**src/rtl/switch_pkg.sv**
```systemverilog
// Shared definitions for the switch device ports: FSM state encoding and
// default geometry of the device transmit path.
package switch_pkg;

   typedef enum logic [1:0] {
      ST_IDLE = 2'd0,
      ST_REQ  = 2'd1,
      ST_REL  = 2'd2
   } state_t;

   localparam int AW_DEV_DEF = 2;
   localparam int DW_DEF     = 4;
   localparam int DEPTH_DEF  = 2;

endpackage

```
**src/rtl/sync2.sv**
```systemverilog
// Two-flop synchronizer for a single asynchronous control bit.
module sync2 (
   input  logic clk_i,
   input  logic rst_ni,
   input  logic d_i,
   output logic q_o
);

   logic meta_r;
   logic sync_r;

   // two-stage capture of the asynchronous input
   always_ff @(posedge clk_i) begin
      if (!rst_ni) begin
         meta_r <= 1'b0;
         sync_r <= 1'b0;
      end else begin
         meta_r <= d_i;
         sync_r <= meta_r;
      end
   end

   assign q_o = sync_r;

endmodule

```
**src/rtl/dev_tx.sv**
```systemverilog
// Device transmit path: buffers local writes and hands them to the switch port
// over a 4-phase valid/ack handshake with timeout.
module dev_tx #(
   parameter int AW_DEV = switch_pkg::AW_DEV_DEF,
   parameter int DW     = switch_pkg::DW_DEF,
   parameter int DEPTH  = switch_pkg::DEPTH_DEF,
   parameter int TMO    = 64
) (
   input  logic              clk_i,
   input  logic              rst_ni,
   input  logic              wr_en_i,
   input  logic [DW-1:0]     wr_dat_i,
   input  logic [AW_DEV-1:0] wr_adr_i,
   output logic              wr_full_o,
   output logic              validtx_o,
   output logic [DW-1:0]     dat_o,
   output logic [AW_DEV-1:0] adr_o,
   input  logic              acktx_i,
   output logic              busy_o,
   output logic              err_o,
   output logic [7:0]        cnt_o
);
   import switch_pkg::*;

   localparam int              NENT      = 2**DEPTH;
   localparam int              EW        = AW_DEV + DW;
   localparam int              TW        = $clog2(TMO + 1);
   localparam logic [DEPTH:0]  FILL_FULL = (DEPTH+1)'(NENT);
   localparam logic [DEPTH:0]  FILL_ONE  = (DEPTH+1)'(1);
   localparam logic [DEPTH-1:0] PTR_ONE  = DEPTH'(1);
   localparam logic [TW-1:0]   TMO_LAST  = TW'(TMO - 1);

   logic [EW-1:0]     mem_r [NENT];
   logic [DEPTH-1:0]  wr_ptr_r;
   logic [DEPTH-1:0]  rd_ptr_r;
   logic [DEPTH:0]    fill_r;
   logic [DEPTH:0]    fill_nxt_s;
   logic              full_r;
   logic              push_s;
   logic              pop_s;
   logic              ack_s;
   state_t            state_r;
   state_t            state_nxt_s;
   logic [TW-1:0]     tmo_r;
   logic [TW-1:0]     tmo_nxt_s;
   logic              valid_r;
   logic              valid_nxt_s;
   logic [DW-1:0]     dat_r;
   logic [AW_DEV-1:0] adr_r;
   logic              err_r;
   logic              err_nxt_s;
   logic [7:0]        cnt_r;
   logic [7:0]        cnt_nxt_s;
   logic              busy_r;

   sync2 u_ack_sync (
      .clk_i  (clk_i),
      .rst_ni (rst_ni),
      .d_i    (acktx_i),
      .q_o    (ack_s)
   );

   // a write seen while full is dropped even if the head pops this cycle
   assign push_s = wr_en_i && !full_r;

   // fill level bookkeeping
   always_comb begin
      fill_nxt_s = fill_r;
      if (push_s && !pop_s) begin
         fill_nxt_s = fill_r + FILL_ONE;
      end else if (!push_s && pop_s) begin
         fill_nxt_s = fill_r - FILL_ONE;
      end else begin
         fill_nxt_s = fill_r;
      end
   end

   // storage array, written only on an accepted push
   always_ff @(posedge clk_i) begin
      if (push_s) begin
         mem_r[wr_ptr_r] <= {wr_adr_i, wr_dat_i};
      end
   end

   // handshake FSM next-state and datapath control
   always_comb begin
      state_nxt_s = state_r;
      valid_nxt_s = valid_r;
      tmo_nxt_s   = tmo_r;
      cnt_nxt_s   = cnt_r;
      err_nxt_s   = err_r;
      pop_s       = 1'b0;
      case (state_r)
         ST_IDLE: begin
            if (fill_r != '0) begin
               pop_s       = 1'b1;
               valid_nxt_s = 1'b1;
               tmo_nxt_s   = '0;
               state_nxt_s = ST_REQ;
            end else begin
               state_nxt_s = ST_IDLE;
            end
         end
         ST_REQ: begin
            if (ack_s) begin
               valid_nxt_s = 1'b0;
               cnt_nxt_s   = cnt_r + 8'd1;
               state_nxt_s = ST_REL;
            end else if (tmo_r == TMO_LAST) begin
               valid_nxt_s = 1'b0;
               err_nxt_s   = 1'b1;
               state_nxt_s = ST_REL;
            end else begin
               tmo_nxt_s   = tmo_r + TW'(1);
            end
         end
         ST_REL: begin
            valid_nxt_s = 1'b0;
            if (!ack_s) begin
               state_nxt_s = ST_IDLE;
            end else begin
               state_nxt_s = ST_REL;
            end
         end
         default: begin
            valid_nxt_s = 1'b0;
            state_nxt_s = ST_IDLE;
         end
      endcase
   end

   // all state and registered outputs
   always_ff @(posedge clk_i) begin
      if (!rst_ni) begin
         state_r  <= ST_IDLE;
         wr_ptr_r <= '0;
         rd_ptr_r <= '0;
         fill_r   <= '0;
         full_r   <= 1'b0;
         tmo_r    <= '0;
         valid_r  <= 1'b0;
         dat_r    <= '0;
         adr_r    <= '0;
         err_r    <= 1'b0;
         cnt_r    <= 8'd0;
         busy_r   <= 1'b0;
      end else begin
         state_r <= state_nxt_s;
         fill_r  <= fill_nxt_s;
         full_r  <= (fill_nxt_s == FILL_FULL);
         tmo_r   <= tmo_nxt_s;
         valid_r <= valid_nxt_s;
         err_r   <= err_nxt_s;
         cnt_r   <= cnt_nxt_s;
         busy_r  <= (state_nxt_s != ST_IDLE);
         if (push_s) begin
            wr_ptr_r <= wr_ptr_r + PTR_ONE;
         end
         if (pop_s) begin
            rd_ptr_r       <= rd_ptr_r + PTR_ONE;
            {adr_r, dat_r} <= mem_r[rd_ptr_r];
         end
      end
   end

   assign wr_full_o = full_r;
   assign validtx_o = valid_r;
   assign dat_o     = dat_r;
   assign adr_o     = adr_r;
   assign busy_o    = busy_r;
   assign err_o     = err_r;
   assign cnt_o     = cnt_r;

endmodule

```
**config.mk**
```make
export PLATFORM = sky130hd
export DESIGN_NAME = dev_tx
export DESIGN_NICKNAME = d
export VERILOG_FILES = /design/src/rtl/switch_pkg.sv /design/src/rtl/sync2.sv /design/src/rtl/dev_tx.sv
export SDC_FILE = /design/constraint.sdc
export NUM_CORES = 1
export LEC_CHECK = 0
export BUFFER_PORTS_ARGS = -buffer_cell sky130_fd_sc_hd__buf_2
export CORE_AREA = 2 2 79 81
export DETAILED_ROUTE_END_ITERATION = 6
export DIE_AREA = 0 0 81 83
export REMOVE_ABC_BUFFERS = 1
export SKIP_LAST_GASP = 1
export SLEW_MARGIN = 5
export SYNTH_ARGS = -nofsm -noshare
export SYNTH_HDL_FRONTEND = slang
export SYNTH_SLANG_ARGS = --single-unit
export TNS_END_PERCENT = 50
```
**constraint.sdc**
```tcl
create_clock -name clk_i -period 2.45 [get_ports clk_i]
set_clock_uncertainty 0.05 [all_clocks]
set_input_delay 0.1225 -clock clk_i [delete_from_list [all_inputs] [get_ports clk_i]]
set_output_delay 0.1225 -clock clk_i [all_outputs]
set_load 0.005 [all_outputs]
```
==> run_results.csv <==
group,metric,value,unit
pwr,p_leak,1.16,nW
grt,grt_max_degree,29,
min_path,hold-path-cell-count,3,
cts,cts-root-buf,"clkbuf_8",
cts,cts_tree,"done",
final_layout,final_cell_mix,"36 x dfxtp_1, 27 x buf_2, 24 x edfxtp_1, 22 x nand2_1, 18 x nor2_1",
min_path,hp-class,"input port to register",
final_layout,drive_above_1_share,19.5,%
route,dr.pass1.iters,4,
synth,synth_edf_count,24,
critical_path,reg2reg_from,"fill_r[0]",
die,num_rows,28,
route,vias,1756,
critical_path,end_kind,"register",
critical_path,worstPathRequired,2.63,ns
cts,insertion_delay,0.34,ns
route,drtAntennaViolNets,0,
final_layout,nets,280,
synth,ys.flop_type,"dfxtp_1",
critical_path,path_max_fanout,9,
place,portBuffers,27,
sta,finalCritPeriodShare,74.6,%
critical_path,r2r_slack,0.62,ns
critical_path,r2r-end,"validtx_o",
pwr,p_int,0.00216,W
final_layout,final_common_cell,"dfxtp_1",
die,die-height,83,um
cts,clockBufferDepth,2,
sta,fin_tns_setup,0,ns
grt,grt-ovfl-total,0,
cts,cts_buffers,9,
place,postPlaceCellArea,0.00273,sq mm
run_status,status,"finished, final reports clean",
min_path,hold_start,"rst_ni",
synth,synth-seq-area-share,56.7,%
synth,ys_async_sr_fraction,0,%
synth,synth_cells,224,
sta,finalHoldViolations,0,
synth,syn-cell-area,0.00254,sq mm
die,die_x,81,um
route,wl_per_cell,13.9,um
min_path,min_to,"tmo_r[6]",
route,viasPerCell,5.15,
final_layout,final_cell_area,0.00302,sq mm
cts,clk_pin_slew_worst_paths,0.07,ns
grt,grt_use_total,15.1,%
synth,synth-seq-cells,60,
grt,grt_pass1_vias,1617,
critical_path,critPathLaunchType,"register",
synth,avgSynthCellArea,11.4,sq um
pwr,seq_power_share,42.2,%
sta,min_period,1.83,ns
pwr,ir_drop,0.000526,V
critical_path,cp.arrival,2.01,ns
final_layout,fin_cells,341,
route,drt_wl_total,4740,um
synth,ys_warn_count,0,
die,fp.coreArea,0.00582,sq mm
grt,antenna_found_initial,0,
pwr,p_comb_share,27.1,%
pwr,switching_share,31.8,%
sta,fmax,0.547,GHz
sta,timing.slew.headroom,57.8,%
pwr,p_switching,0.00101,W
pwr,power_density,1050,mW/mm^2
place,dpl.hpwl,3120,um
sta,slew_violations,0,
job,max_cap_violations,0,
critical_path,path_class,"register to register",
grt,grt_first_pass_wirelength,7690,um
route,drt_iter0_markers,69,
place,place_congestion,0.769,
sta,setup-violations-final,0,
die,die_area,0.00672,sq mm
cts,htreeDepth,3,
critical_path,reg2regPathDepth,6,
cts,cts_sinks,60,
die,pin_count,28,
pwr,p_clk_share,30.7,%
sta,rsz0062_at_grt,"no",
pwr,power,0.00317,W
route,drcViolationCount,0,
final_layout,n_antenna_cell,0,
synth,synth.distinct_cells,45,
sta,tightest_slew,0.631,ns
final_layout,area_growth,18.7,%
place,place_inst,318,
die,start_util,43.7,%
## critical path, cell delays in order, from the launching register on
cell	delay, ns
dfxtp_1	0.40
inv_1	0.11
ha_1	0.21
and2b_1	0.23
nor2_2	0.36
nor2_1	0.08
nor4b_1	0.28
## synth_stat cells, types with 2 or more instances
cell type,number,share of area (%)
or3_1,2,0.49
clkbuf_1,2,0.30
edfxtp_1,24,28
dfxtp_1,36,28
o211ai_1,2,0.59
mux4_2,6,5.3
nand2_1,22,3.2
buf_2,3,0.59
xor2_1,7,2.4
a21oi_1,13,2.6
nand3b_1,2,0.59
nor3b_1,2,0.59
buf_1,2,0.30
ha_1,9,4.4
nand2b_1,3,0.74
a31oi_1,2,0.49
xnor2_1,3,1.0
nor2_1,18,2.7
inv_1,4,0.59
nor3_1,4,0.79
nor2b_1,2,0.49
and3_1,5,1.2
and2_1,6,1.5
o311ai_0,3,1.0
o21ai_0,10,2.0
nand3_1,11,2.2
nand4_1,3,0.74
## area by class of cell
cell class                      instances  area [sq um]
Tap cell                               75          93.8
Fill cell                             513          2800
Clock inverter                          4          72.6
Timing Repair Buffer                   34           205
Multi-Input combinational cell        151          1040
Inverter                                5          18.8
Clock buffer                           12           145
Sequential cell                        60          1440
## per-stage QoR
stage | worst slack, ns | hold WS [ns] | util, %
after global placement | 0.678 | 0.287 | 46.9
after floorplan | 0.822 | 0.171 | -
after CTS | 0.601 | 0.0761 | 51.9
after detailed placement | 0.620 | 0.288 | 46.9
final | 0.622 | 0.0962 | 51.9
after global routing | 0.363 | 0.106 | 51.9
## how the worst max path moves through the flow
stage	from	to	slack, ns
CTS	fill_r[0]	validtx_o	0.60
finish	fill_r[0]	validtx_o	0.62
detailed placement	fill_r[0]	validtx_o	0.62
floorplan	fill_r[0]	wr_full_o	0.82
global route	fill_r[0]	tmo_r[2]	0.36
global placement	fill_r[0]	validtx_o	0.68
## flip-flops by register name (all words and copies together), names as in the netlist
signal             flops
validtx_o              1
busy_o                 1
u_ack_sync.meta_r      1
wr_full_o              1
dat_o                  4
cnt_o                  8
mem_r                 24
wr_ptr_r               2
rd_ptr_r               2
err_o                  1
state_r                2
tmo_r                  7
adr_o                  2
u_ack_sync.q_o         1
fill_r                 3
## routing by layer
layer / up-vias / share of wire [%] / global-route usage (%)
li1: 899 / - / -
met1: 812 / 52 / 21.5
met2: 36 / 42 / 20.8
met3: 9 / 4.1 / 3.70
met4: 0 / 2.0 / 8.78
met5: - / 0 / 0
## power by group through the flow
stage          registers (W)  logic [W]  clock network (W)
3_3_place_gp         0.00136   0.000851                  0
3_5_place_dp         0.00136   0.000857                  0
4_1_cts              0.00134   0.000867           0.000994
6_report             0.00134   0.000858           0.000974
2_1_floorplan        0.00134   0.000621                  0
5_1_grt              0.00137   0.000972            0.00104
## cells by family (layout without fill, tap and decap cells)
kind of cell,Yosys count,after routing,share of synthesized area (%)
AOI/OAI and AO/OA,38,38,9.50
adders and majority gates,9,9,4.43
buffers and inverters,13,55,2.36
xor gates and xnor gates,10,10,3.45
DFF,60,60,56.7
muxes,6,6,5.31
and+or+nand+nor,88,88,18.3
## timing repair
item / in CTS / in global routing
endpoints found under the hold margin: 25 / 0
gates resized for setup: 0 / 0
hold buffers: 7 / 0
setup buffers: 0 / 0
No activity file was read; power rests on OpenSTA's default activity.
